[src/rtl/vga_fb_arbiter.sv]
// vga_fb_arbiter: display-priority arbiter sharing one sync-read frame-buffer RAM with a FIFO-buffered pixel writer.
// Ports: clk_in/rst (async, active-high); disp_req/disp_addr -> disp_data/disp_valid (3-cycle read latency);
// wr_valid/wr_addr/wr_data/wr_ready (write FIFO input); mem_addr/mem_we/mem_wdata/mem_rdata (registered RAM port);
// fifo_level (write FIFO occupancy).
module vga_fb_arbiter #(
  parameter int ADDR_W = 17,
  parameter int DATA_W = 8,
  parameter int DEPTH  = 4
) (
  input  logic                         clk_in,
  input  logic                         rst,
  input  logic                         disp_req,
  input  logic [ADDR_W-1:0]            disp_addr,
  output logic [DATA_W-1:0]            disp_data,
  output logic                         disp_valid,
  input  logic                         wr_valid,
  input  logic [ADDR_W-1:0]            wr_addr,
  input  logic [DATA_W-1:0]            wr_data,
  output logic                         wr_ready,
  output logic [ADDR_W-1:0]            mem_addr,
  output logic                         mem_we,
  output logic [DATA_W-1:0]            mem_wdata,
  input  logic [DATA_W-1:0]            mem_rdata,
  output logic [$clog2(DEPTH+1)-1:0]   fifo_level
);
  localparam int PW = $clog2(DEPTH);
  localparam int LW = $clog2(DEPTH+1);
  localparam logic [LW-1:0] FULL = LW'(DEPTH);
  logic [ADDR_W-1:0] fa_q [DEPTH];
  logic [DATA_W-1:0] fd_q [DEPTH];
  logic [PW-1:0]     wp_q, wp_d, rp_q, rp_d;
  logic [LW-1:0]     level_q, level_d;
  logic [ADDR_W-1:0] mem_addr_q, mem_addr_d;
  logic [DATA_W-1:0] mem_wdata_q, mem_wdata_d, disp_data_q, disp_data_d;
  logic              mem_we_q, mem_we_d, disp_valid_q, disp_valid_d;
  logic              tag0_q, tag0_d, tag1_q, tag1_d;
  logic              push, pop;
  // wr_ready depends only on registered level (and rst), so a pop in a full cycle cannot open a push.
  always_comb begin
    wr_ready    = (level_q != FULL) && !rst;
    push        = wr_valid && wr_ready;
    pop         = !disp_req && (level_q != '0);
    wp_d        = push ? wp_q + PW'(1) : wp_q;
    rp_d        = pop ? rp_q + PW'(1) : rp_q;
    level_d     = level_q + LW'(push) - LW'(pop);
    mem_addr_d  = disp_req ? disp_addr : pop ? fa_q[rp_q] : mem_addr_q;
    mem_wdata_d = pop ? fd_q[rp_q] : mem_wdata_q;
    mem_we_d    = pop;
    // Tag stage 0 marks the cycle mem_addr carries a display read; stage 1 the cycle its data is on mem_rdata.
    tag0_d       = disp_req;
    tag1_d       = tag0_q;
    disp_valid_d = tag1_q;
    disp_data_d  = tag1_q ? mem_rdata : disp_data_q;
  end
  always_ff @(posedge clk_in) begin
    if (push) begin
      fa_q[wp_q] <= wr_addr;
      fd_q[wp_q] <= wr_data;
    end
  end
  always_ff @(posedge clk_in or posedge rst) begin
    if (rst) begin
      wp_q         <= '0;
      rp_q         <= '0;
      level_q      <= '0;
      mem_addr_q   <= '0;
      mem_wdata_q  <= '0;
      mem_we_q     <= 1'b0;
      tag0_q       <= 1'b0;
      tag1_q       <= 1'b0;
      disp_valid_q <= 1'b0;
      disp_data_q  <= '0;
    end else begin
      wp_q         <= wp_d;
      rp_q         <= rp_d;
      level_q      <= level_d;
      mem_addr_q   <= mem_addr_d;
      mem_wdata_q  <= mem_wdata_d;
      mem_we_q     <= mem_we_d;
      tag0_q       <= tag0_d;
      tag1_q       <= tag1_d;
      disp_valid_q <= disp_valid_d;
      disp_data_q  <= disp_data_d;
    end
  end
  assign mem_addr   = mem_addr_q;
  assign mem_we     = mem_we_q;
  assign mem_wdata  = mem_wdata_q;
  assign disp_data  = disp_data_q;
  assign disp_valid = disp_valid_q;
  assign fifo_level = level_q;
endmodule

[config.mk]
export PLATFORM = sky130hd
export DESIGN_NAME = vga_fb_arbiter
export DESIGN_NICKNAME = d
export VERILOG_FILES = /design/src/rtl/vga_fb_arbiter.sv
export SDC_FILE = /design/constraint.sdc
export NUM_CORES = 1
export LEC_CHECK = 0
export ABC_AREA = 1
export BUFFER_PORTS_ARGS = -buffer_cell sky130_fd_sc_hd__buf_2
export CORE_ASPECT_RATIO = 0.7
export CORE_MARGIN = 5
export CORE_UTILIZATION = 40
export DETAILED_ROUTE_END_ITERATION = 12
export PLACE_DENSITY_LB_ADDON = 0.1
export SETUP_SLACK_MARGIN = 0.05
export SLEW_MARGIN = 5
export SYNTH_ARGS = -nofsm -noshare
export SYNTH_HDL_FRONTEND = slang
export SYNTH_SLANG_ARGS = --single-unit
[constraint.sdc]
create_clock -name clk_in -period 3.5 [get_ports clk_in]
set_input_delay 0.175 -clock clk_in [delete_from_list [all_inputs] [get_ports clk_in]]
set_output_delay 0.175 -clock clk_in [all_outputs]
set_load 0.01 [all_outputs]
# Yosys cells after proc, flatten, opt, wreduce, memory -nomap -nowiden
# Memory sizes are Yosys's and may differ from the RTL's. A register that Yosys moved wholly into a read port is not among the register bits.
# Cells that the tools add are included.
word_totals:
  wordCells: 27
  regBits: 36
  mem_bits_rw: 100
  n_memories: 2
  out_inout_bits: 39
  in_bits: 54
mem_list:
  columns: ["memory", "words", "width", "read_ports", "rd_clocked_by_memory_dff", "wr", "line", "text"]
  rows:
  - ["fa_q", 4, 17, 1, 0, 1, "29", "logic [ADDR_W-1:0] fa_q [DEPTH];"]
  - ["fd_q", 4, 8, 1, 1, 1, "30", "logic [DATA_W-1:0] fd_q [DEPTH];"]
classes:
  reduce_logical: 7
  muxes: 4
  addsub: 4
  eq_ne: 1
ops:
  columns: ["op", "n"]
  rows:
  - ["17-bit 2-to-1 mux", 2]
  - ["2-bit by 1-bit adder with 2-bit output, second input constant", 2]
  - ["3-bit by 1-bit adder with 3-bit output", 1]
  - ["1-bit logical AND", 3]
  - ["3-bit inequality test, second input constant", 1]
  - ["3-bit nonzero test", 1]
  - ["3-bit by 1-bit subtractor with 3-bit output", 1]
  - ["1-bit zero test", 2]
  - ["1-bit 2-to-1 mux", 2]
  - ["2-bit nonzero test", 1]

# Depth between registers and ports, before layout
# Gate-level depths: netlist of the first run.
depth:
  depth_word: 5
  mapped_depth: 9
  mapped_depth_nobuf: 9

# Worst setup path before layout of the first run
# No wires, ideal clock.
synth_timing:
  path_kind: "input to register"
  from: "input port rst"
  to: "memory fa_q[0][0] (enable)"
  t_arrival_ns: 2.594
  stages: 3
  slack_ns: 0.499
  setup_ns: 0.407
  path_cell_list: "inv_1 > nand3_2 > nor2_1"
synth_via:
  elab_chain_cells: 5
synth_rtl:
  columns: ["element", "line", "text"]
  rows:
  - ["start: declaration", "11", "input logic rst,"]
  - ["1-bit zero test (no line)", null, null]
  - ["1-bit logical AND", "40", "wr_ready = (level_q != FULL) && !rst;"]
  - ["1-bit logical AND", "41", "push = wr_valid && wr_ready;"]
  - ["1-bit 2-to-1 mux", "56", "if (push) begin"]
  - ["1-bit 2-to-1 mux (not written as such)", "57", "fa_q[wp_q] <= wr_addr;"]
  - ["end: declaration", "29", null]
# Every way passes these cells.

# Final worst setup path of the first run
layout_timing:
  from: "register level_q[1], in the netlist fifo_level[1]"
  to: "register level_q[2], in the netlist fifo_level[2]"
layout_via:
  elab_chain_cells: 5
layout_rtl:
  columns: ["element", "line", "text"]
  rows:
  - ["start: declaration", "32", "logic [LW-1:0] level_q, level_d;"]
  - ["start signal: assignment", "76", "level_q <= level_d;"]
  - ["3-bit inequality test", "40", null]
  - ["1-bit logical AND", "40", null]
  - ["1-bit logical AND", "41", null]
  - ["3-bit by 1-bit adder with 3-bit output", "45", "level_d = level_q + LW'(push) - LW'(pop);"]
  - ["3-bit by 1-bit subtractor with 3-bit output (*)", "45", null]
  - ["via level_d[2]", "32", null]
# The timed path passes the listed nets; every way through them passes the cells marked *.
# A chain may end at the register's enable or synchronous reset.

==> summary by stage, run 1 <==
Run status
The run finished with clean final reports.

Hold path
The path class of the tightest hold or removal check is primary input to flop.

Floorplan
From bottom edge to top edge, the die measures 112.1 microns. The starting density of the core is 40.63%. The region available for standard cell placement spans 14,680 sq um.

From left edge to right edge, the die measures 155.9 microns. The site row count is 37. The number of placed I/O pins is 93. The total die area is 17,490 sq um.

Timing
The highest clock frequency the design can meet is 436.8 MHz. Setup slack closes at 1211 ps. The final total negative setup slack is 0 ps.

The relative slew slack is 57.29%. Across the routed clock network, the largest skew measured is 12.40 ps. The hold violation total from the final report is 0.

Setup repair after global routing left no endpoint under its margin. The final critical-path required period is 2289 ps. The count of final max-slew check failures is 0. The share of the clock period used by the worst path is 65.40%. The final setup violation count is 0. For the pin with the worst max-slew slack, the measured transition is 639.2 ps.

Placement
The count of input and output buffers is 92. The congestion estimate from routability-driven global placement came to 0.7023. The HPWL after detailed placement is 7694 microns. The setup slack at placement is 1200 ps.

Yosys
The synthesized area is 5962 sq um. The post-synthesis cell count is 527. Counting distinct cell types in the post-synthesis netlist gives 27. Counting every net in the synthesized netlist gives 588.

In this run the mean area of a mapped cell was 11.31 sq um. The share of synthesized flip-flops with an asynchronous set or reset is 30.56%. The number of register bits inferred by synthesis is 144.

The part of the Yosys area used for sequential elements is 68.84%. In the synthesized netlist the dominant register cell turns out to be edfxtp_1. For this run, the number of Yosys warnings is 0. The number of synthesized flops with an enable pin is 100.

Final layout
The number of antenna diodes in the final layout is 0. The post-route netlist has 24.70% of its cells at a drive strength greater than 1. The library cells used most frequently in the layout, excluding fill and tap cells, are nand2_1 (186), edfxtp_1 (100), buf_2 (92). The number of nets in the finished design is 724. Compared with the post-synthesis result, the final layout area differs by 25.71%. The layout has 1,311 filler cells. The most common cell after layout, fill and taps aside is nand2_1.

Job
The tool flagged a number of max-cap violations equal to 0.

GRT
The overflow left after global routing is 0. The pin count of the biggest net entering global routing is 60. The first global-routing pass estimated 21,050 microns of wire. The number of antenna violations at the first check in global routing is 0. The via count of the first global-routing pass is 4,029. The global routing usage summed across all routing layers is 15.36%.

Power
The post-layout total power is 5.586 mW. For this design the static power due to leakage is 3.260 nW. The power density normalized to cell area is 745.4 nW/um^2. IR analysis of the VDD net gives a maximum drop of 411.1 uV.

Drt
The routed wire length is 13,010 microns. For this run, the detailed router's first-pass iteration total came to 4. For this run, design rule violations remaining after detail routing come to 0. In this run the remaining antenna-violating nets after routing total 0. In this run, the number of DRC markers left after iteration 0 of detailed routing was 216. The average routed wire per standard cell is 14.94 microns.

The total via count in the routed design is 3,960. Dividing the detail-routed via count by the number of cells gives 4.546.

Clock tree
CTS placed an instance of clkbuf_16 at the clock tree root. The TritonCTS clock tree is done. The number of buffers on the longest clock path is 2. The H-tree depth is 4. Post-CTS timing repair inserted 0 buffers for setup. The clock slew at the register clock pins of the worst setup and hold paths is 60 ps.

Clock latency on the worst-skew pair, taken at its later pin, is 410 ps. The clock net sink count is 144. TritonCTS created 17 clock buffers.

Critical path
STA classifies the critical path endpoint as a flop. For the worst setup path, the data required time is 3790 ps. The setup path with the least slack is of type flop to flop. The worst setup path is launched from a flop. Of all nets on the critical path, the largest fanout is 18. STA puts the critical path data arrival time at 2580 ps.
synth_stat cells, types with 2 or more instances:
cell / n / share of area, %
nand3_1: 49 / 4.1
buf_4: 6 / 0.76
or2_0: 8 / 0.84
inv_2: 2 / 0.13
o21ai_1: 6 / 0.50
mux2_2: 8 / 1.5
inv_1: 28 / 1.8
nor2_1: 36 / 2.3
inv_4: 3 / 0.31
or2_2: 2 / 0.21
edfxtp_1: 100 / 50
ha_1: 6 / 1.3
o21ai_0: 3 / 0.25
nand3_2: 2 / 0.34
nand2_1: 186 / 12
buf_6: 7 / 1.3
buf_2: 9 / 0.76
dfrtp_1: 44 / 18
xnor2_1: 2 / 0.29
nand2_2: 11 / 1.2
nor2_2: 3 / 0.31
logic make-up (layout without fill, tap and decap cells):
group | Yosys count | count (layout) | synth area share (%)
DFF | 144 | 144 | 68.84
xor gates and xnor gates | 3 | 3 | 0.4408
muxes | 8 | 8 | 1.511
and+or+nand+nor | 298 | 298 | 21.13
adders and majority gates | 7 | 7 | 1.595
buffers and inverters | 56 | 205 | 5.373
AOI/OAI and AO/OA | 11 | 11 | 1.112
where the power goes:
part / internal, mW / leakage, nW / switching [mW] / total (mW)
clock network: 0.985 / 0.280 / 0.668 / 1.65
logic: 0.558 / 1.56 / 1.07 / 1.63
registers: 2.15 / 1.43 / 0.157 / 2.31
total: 3.69 / 3.26 / 1.89 / 5.59
sequential cells by signal, indices dropped and copies added, names as in the netlist, 2 cells and up:
name and flops:
rp_q 2, wp_q 2, fd_q 32, mem_addr 17, disp_data 8, mem_wdata 8, fifo_level 3, fa_q 68
layer usage:
layer	routed length (microns)	GRT usage, %	vias to the layer above	share of wire, %
met1	6152	21.10	1858	47
met4	87	4.257	0	0.67
li1	-	-	1998	-
met5	0	0	-	0
met2	5896	24.13	100	45
met3	876	4.200	4	6.7
cell type report:
class | count | area, sq um | share of cell area, %
timing repair buffer | 140 | 923.4 | 12.32
clock buffer | 22 | 486.7 | 6.494
clock inverter | 10 | 56.30 | 0.7513
sequential | 144 | 4105 | 54.77
multi-input combinational | 327 | 1548 | 20.65
tap | 195 | 244.0 | 3.255
inverter | 33 | 131.4 | 1.753
timing repair:
action,4_1_cts,5_1_grt
resized for setup,0,0
endpoints found under the hold margin,159,0
setup endpoints to repair,0,0
hold buffers,41,0
metrics by stage:
step | hold slack, ps | cell area (sq um) | cells | utilization [%]
floorplan | 206.4 | 5962 | 527 | -
global placement | 337.2 | 6541 | 798 | 44.57
detailed placement | 337.2 | 6541 | 798 | 44.57
CTS | 36.93 | 7495 | 871 | 51.07
global route | 47.55 | 7495 | 871 | 51.07
finish | 47.13 | 7495 | 871 | 51.07
worst paths after layout:
path / startpoint / end / slack (ps) / depth (start not counted)
min reg2reg: tag0_q / disp_valid_d / 350 / 0
max in group asynchronous: rst / rp_q[0] / 2500 / 4
max reg2reg: fifo_level[1] / fifo_level[2] / 1210 / 8
min: wr_valid / wp_q[1] / 50 / 3
min in group asynchronous: rst / disp_data[0] / 550 / 4
max: fifo_level[1] / fifo_level[2] / 1210 / 8
worst max-delay path: stages, from the launching register on:
cell and delay, ps:
dfrtp_1 460, nor2_4 90, a21oi_4 530, ha_1 340
inv_1 60, ha_1 130, inv_1 50, fa_1 370
xnor2_1 140
Power figures use the tool's default switching activity.
==> run 2, diff against run 1 <==
==> constraint.sdc (replaced) <==
create_clock -name clk_in -period 1.9 [get_ports clk_in]
set_input_delay 0.095 -clock clk_in [delete_from_list [all_inputs] [get_ports clk_in]]
set_output_delay 0.095 -clock clk_in [all_outputs]
set_load 0.01 [all_outputs]
==> summary by stage, run 2 (synthesis gave the netlist of run 1 again) <==
Hold path
The startpoint identified for the worst hold timing path is disp_addr[11]. The cell depth of the worst min-delay path is 6. The worst hold path belongs to the class primary input to flop.

The worst-case hold path end point is mem_addr[11].

Final layout
In the layout the commonest cells are nand2_1 (185), edfxtp_1 (100), buf_2 (92). The number of nets in the finished design is 735. The register with the most flip-flops in the layout has 68 of them.

The final core area utilization is 52.60%. The largest register by flop count is fa_q. The layout-stage area growth over the synthesis result is 29.46%. In the final layout, the share of cells above drive strength 1 is 26.35%. The library cell used most frequently in the layout, excluding fill and tap cells, is nand2_1. The final antenna diode count is 0. The number of filler instances in the final layout is 1,295.

Power
The leakage power is 3.313 nW. The sequential power share is 39.8%. Of the total power, the clock network draws 29.9%. In this run the power spent charging and discharging nets is 3.635 mW. The internal power of the cells totals 7.089 mW. The power density normalized to cell area is 1389 nW/um^2. The highest ir drop seen on vdd is 779.7 uV. The proportion of total power due to net switching is 33.89%. In this run, the combinational gates consume 30.2% of the power.

Clock tree
The cell sitting at the root of the clock tree is a clkbuf_16. The number of buffers on the longest clock path is 2. The TritonCTS buffer count is 17.

The clock net sink count is 144. The H-tree depth is 4. The clock slew at the register clock pins of the worst setup and hold paths is 60 ps. TritonCTS built the clock tree. The later pin in the worst-skew pair is clocked with a latency of 410 ps.

Timing
Derived from the worst setup path, the maximum achievable clock frequency is 557.2 MHz. The count of final max-slew check failures is 0. In this run the tightest slew margin relative to its limit is 59.88%.

The hold violation total from the final report is 0. Setup violations remaining at the end of the flow were counted as 0. Dividing the final minimum period by the clock period gives 94.46%. The post-route worst hold slack is 70.90 ps.

The final total negative setup slack is 0 ps. The clock arrives with 7.537 ps of skew. For the pin with the worst max-slew slack, the measured transition is 601.9 ps. The final critical-path required period is 1795 ps. Setup repair after global routing could not meet its margin everywhere.

Floorplan
The die is 155.9 microns wide. The starting density of the core is 40.63%. After floorplanning, the core was divided into 37 placement rows. The total area inside the core boundary comes to 14,680 sq um. Pin placement for this block handled 93 I/O pins. The floorplan step set the die height to 112.1 microns. The total die area is 17,490 sq um.

Critical path
The worst register-to-register path has a depth of 9. The critical path launch point type is a flop. The worst reg2reg path startpoint is fifo_level[0]. The endpoint identified for the worst register-to-register timing path is fifo_level[2]. STA classifies the critical path endpoint as a flop. The type of the worst setup path is flop to flop.

The required time of the critical path is 2190 ps. For the worst setup path, the data arrival time is 2090 ps. The register-to-register path setup slack is 110 ps. The maximum fanout along the worst path is 5.

GRT
The number of antenna violations at the first check in global routing is 0. The global-route wire length before repair is 21,900 microns. The overflow left after global routing is 0. In the global route stage, overall resource usage came out at 16.08%. The via count of the first global-routing pass was 4,086. The pin count of the biggest net entering global routing is 45.

Job
Max-cap violations in this run came to 0.

Placement
The count of input and output buffers is 92. Detailed placement finished with a half-perimeter wire length of 7937 microns. The placer's final routability congestion estimate is 0.7281.

Drt
The average vias per placed instance is 4.546. The routed wire length is 13,370 microns. The count of nets left with antenna violations once routing finished came out at 0. The DRC marker count from the first detailed-route iteration is 205. The number of iterations in the first detailed-routing pass is 6. The total via count in the routed design is 4,010. The residual DRC count is 0. After detailed routing, the average wire length per cell comes to 15.16 microns.

Run status
The run finished with clean final reports.
run 2: cell count changes in the layout (fill, tap and decap cells not counted), sizes merged:
cell,previous run,this run
bufinv,0,2
dlygate4sd3,41,43
clkinv,5,6
inv,38,35
clkbuf,22,17
buf,99,108
clkinvlp,0,5
run 2: routing by layer:
layer,vias to the layer above,GRT usage [%],part of all wire [%]
met5,-,0,0
met4,0,4.898,0.79
met1,1891,22.21,48
met2,94,25.51,46
met3,11,3.622,5.0
li1,2014,-,-
run 2: worst max path at each step:
stage | startpoint | to | slack, ps | cells past startpoint
after floorplan | rst | fifo_level[2] | -250 | 8
after global placement | fifo_level[1] | fifo_level[1] | 120 | 9
after detailed placement | fifo_level[1] | fifo_level[2] | 80 | 9
after CTS | fifo_level[1] | fifo_level[2] | 60 | 9
after global routing | fifo_level[0] | fifo_level[2] | -6 | 9
final | fifo_level[0] | fifo_level[2] | 110 | 9
run 2: timing repair:
action | in CTS | in global routing
endpoints found under the setup margin | 0 | 2
gates resized for setup | 0 | 1
hold buffers | 43 | 0
buffers inserted | 0 | 3
hold endpoints to repair | 161 | 0
run 2: cell type report:
type	count	area, sq um	share of cell area (%)
Sequential cell	144	4105	53.19
Clock buffer	17	425.4	5.511
Timing Repair Buffer	151	1074	13.91
Multi-Input combinational cell	327	1593	20.64
Inverter	33	135.1	1.751
Tap cell	195	244.0	3.161
Clock inverter	15	142.6	1.848
run 2: metrics by stage:
step                      setup WS [ps]  area, sq um  cells  power (mW)
after floorplan                  -248.8         6008    527       6.475
after global placement            121.0         6695    804       7.456
after detailed placement          76.43         6695    804       7.505
after CTS                         63.16         7694    879       10.84
after global routing             -6.385         7719    882       11.47
final                             105.3         7719    882       10.72
run 2: worst max-delay path, stage by stage, from the launching register on:
cell and delay, ps:
dfrtp_1 410, nor2_4 200, nand2_2 90, nand3_4 80
ha_4 200, inv_2 60, ha_4 120, inv_2 30
fa_1 370, xnor2_1 130
run 2: power groups by stage:
stage	Sequential [mW]	Combinational, mW	Clock [mW]
floorplan	4.42	2.05	0
global placement	4.31	3.15	0
detailed placement	4.33	3.17	0
CTS	4.28	3.26	3.30
global route	4.34	3.71	3.42
finish	4.27	3.24	3.21
==> run 3, diff against run 2 <==
==> constraint.sdc (replaced) <==
create_clock -name clk_in -period 1.7 [get_ports clk_in]
set_input_delay 0.085 -clock clk_in [delete_from_list [all_inputs] [get_ports clk_in]]
set_output_delay 0.085 -clock clk_in [all_outputs]
set_load 0.01 [all_outputs]
==> summary by stage, run 3 (synthesis gave the netlist of run 1 again) <==
Run status
The run finished, with violations left. The checks that failed: setup timing.

Drt
Using the TritonRoute via totals, the vias-per-cell ratio works out to 4.569. The residual DRC count is 0. Detailed routing inserted a total of 4,062 vias.

The average routed wire per standard cell is 15.25 microns. The antenna violation net count after detailed routing is 0. The routed wire length is 13,560 microns. The DRC marker count from the first detailed-route iteration is 197.

The number of iterations in the first detailed-routing pass is 5.

Clock tree
TritonCTS built the clock tree. For the worst-skew pair, the clock arrives at the later sink with an insertion delay of 410 ps. The H-tree was split into 4 levels. Clock-pin slew was measured on the worst setup and hold paths at 60 ps. The number of clock buffers added by TritonCTS is 17. The clock net sink count is 144. In this run the clock root is driven by a clkbuf_16. The number of buffers on the longest clock path is 2.

GRT
The overflow left after global routing is 0. The global-route wire length before repair is 22,310 microns. The global routing usage summed across all routing layers is 16.26%. Entering global routing, the biggest net connects 45 pins.

The number of antenna violations at the first check in global routing is 0. The via count of the first global-routing pass is 4,185.

Timing
Setup repair after global routing could not meet its margin everywhere. The count of final max-slew check failures is 0. Subtracting the final worst setup slack from the clock period gives 1729 ps.

Once routing completed, OpenROAD measured the worst setup slack at -29.26 ps. For the final routed database, the setup TNS stands at -50.21 ps. The relative slew slack is 58.72%. Setup violations remaining at the end of the flow were counted as 2. The final setup skew is 14.03 ps. Dividing the final minimum period by the clock period gives 101.7%. Derived from the worst setup path, the maximum achievable clock frequency is 578.3 MHz. The hold violation total from the final report was 0. The measured slew at the worst slew-check pin is 619.2 ps.

Critical path
The type of the worst setup path is flop to flop. For the worst setup path, the data required time is 1990 ps. The critical path launch point type is a flop.

The maximum fanout along the worst path is 3. At the worst endpoint, the arrival time is 2020 ps. STA classifies the critical path endpoint as a flop.

Power
The highest ir drop seen on vdd is 662.6 uV. The leakage power is 3.408 nW. The power density normalized to cell area is 1572 nW/um^2.

Placement
The placed standard-cell area is 6755 sq um. The placer's final routability congestion estimate is 0.7463. The HPWL after detailed placement is 8183 microns. The count of input and output buffers is 92.

Floorplan
The region available for standard cell placement spans 14,680 sq um. Row generation in the floorplan step produced 37 rows. The total die area is 17,490 sq um. The number of placed I/O pins is 93.

The die is 112.1 microns tall. The die is 155.9 microns wide. The starting density of the core is 40.63%.

Final layout
The register with the most flip-flops in the layout has 68 of them. The footprint of the multi-input gates is 1598 sq um. The area growth from synthesis to layout is 32.21%. The largest register by flop count is fa_q.

The most common cell after layout, fill and taps aside is nand2_1. The area taken by flip-flops and latches is 4105 sq um. The number of filler instances in the final layout is 1,263.

The share of layout cells above drive strength 1 is 27.23%. The final antenna diode count is 0. Leaving out fill and tap cells, the most frequent cells in the layout are nand2_1 (185), edfxtp_1 (100), buf_2 (92). The number of nets in the finished design is 742. After routing the design area is 7883 sq um.

Job
Across the run, the number of max-cap violations was 0.

Hold path
The tightest min-delay check is of the primary input to flop type.
run 3: layer usage:
layer  share of wire (%)  GRT usage, %  routed length [microns]  vias to the layer above
li1                    -             -                        -                     2036
met1                  48         22.83                     6483                     1918
met2                  46         25.31                     6272                       99
met3                 5.1         4.200                      698                        9
met4                0.78         4.257                      106                        0
met5                   0             0                        0                        -
run 3: cell type report:
| class | count | area share [%] |
|---|---|---|
| Sequential cell | 144 | 52.08 |
| Multi-Input combinational cell | 327 | 20.27 |
| Tap cell | 195 | 3.095 |
| Inverter | 33 | 1.714 |
| Timing Repair Buffer | 158 | 14.70 |
| Clock inverter | 4 | 0.3492 |
| Clock buffer | 28 | 7.794 |
run 3: timing repair:
action / 4_1_cts / 5_1_grt
setup endpoints to repair: 2 / 22
cloned: 0 / 2
buffers inserted: 2 / 1
hold buffers: 42 / 0
pin swaps: 2 / 1
gates resized for setup: 1 / 1
endpoints found under the hold margin: 160 / 0
run 3: worst max-delay path: stages (launching register included):
cell and delay [ps]:
dfrtp_1 400, nor2_4 160, nand2_2 80, nand3_4 70, ha_4 200, inv_2 60
ha_4 110, inv_2 30, fa_1 360, xnor2_1 130
run 3: final timing paths:
path                                from             to  slack [ps]  cells after the start
setup reg to reg           fifo_level[0]  fifo_level[2]         -30                      9
hold / removal                  disp_req         tag0_q          40                      2
hold reg to reg                   tag0_q   disp_valid_d         350                      0
min in group asynchronous            rst        wp_q[1]         480                      4
max in group asynchronous            rst        rp_q[0]         760                      4
setup / recovery           fifo_level[0]  fifo_level[2]         -30                      9
run 3: through the flow:
stage | power (mW) | util, % | setup WS [ps] | instances | hold WS (ps)
floorplan | 7.237 | - | -438.8 | 527 | 105.4
global route | 13.28 | 53.71 | -123.9 | 889 | 39.17
CTS | 12.53 | 53.39 | -48.36 | 888 | 26.65
global placement | 8.441 | 46.03 | -32.05 | 812 | 304.8
finish | 12.39 | 53.71 | -29.26 | 889 | 42.67
detailed placement | 8.519 | 46.03 | -65.59 | 812 | 305.4
run 3: power by group:
part,switching [mW],total (mW),internal (mW)
registers,0.295,4.72,4.43
logic,2.35,3.80,1.45
clock network,1.39,3.87,2.48
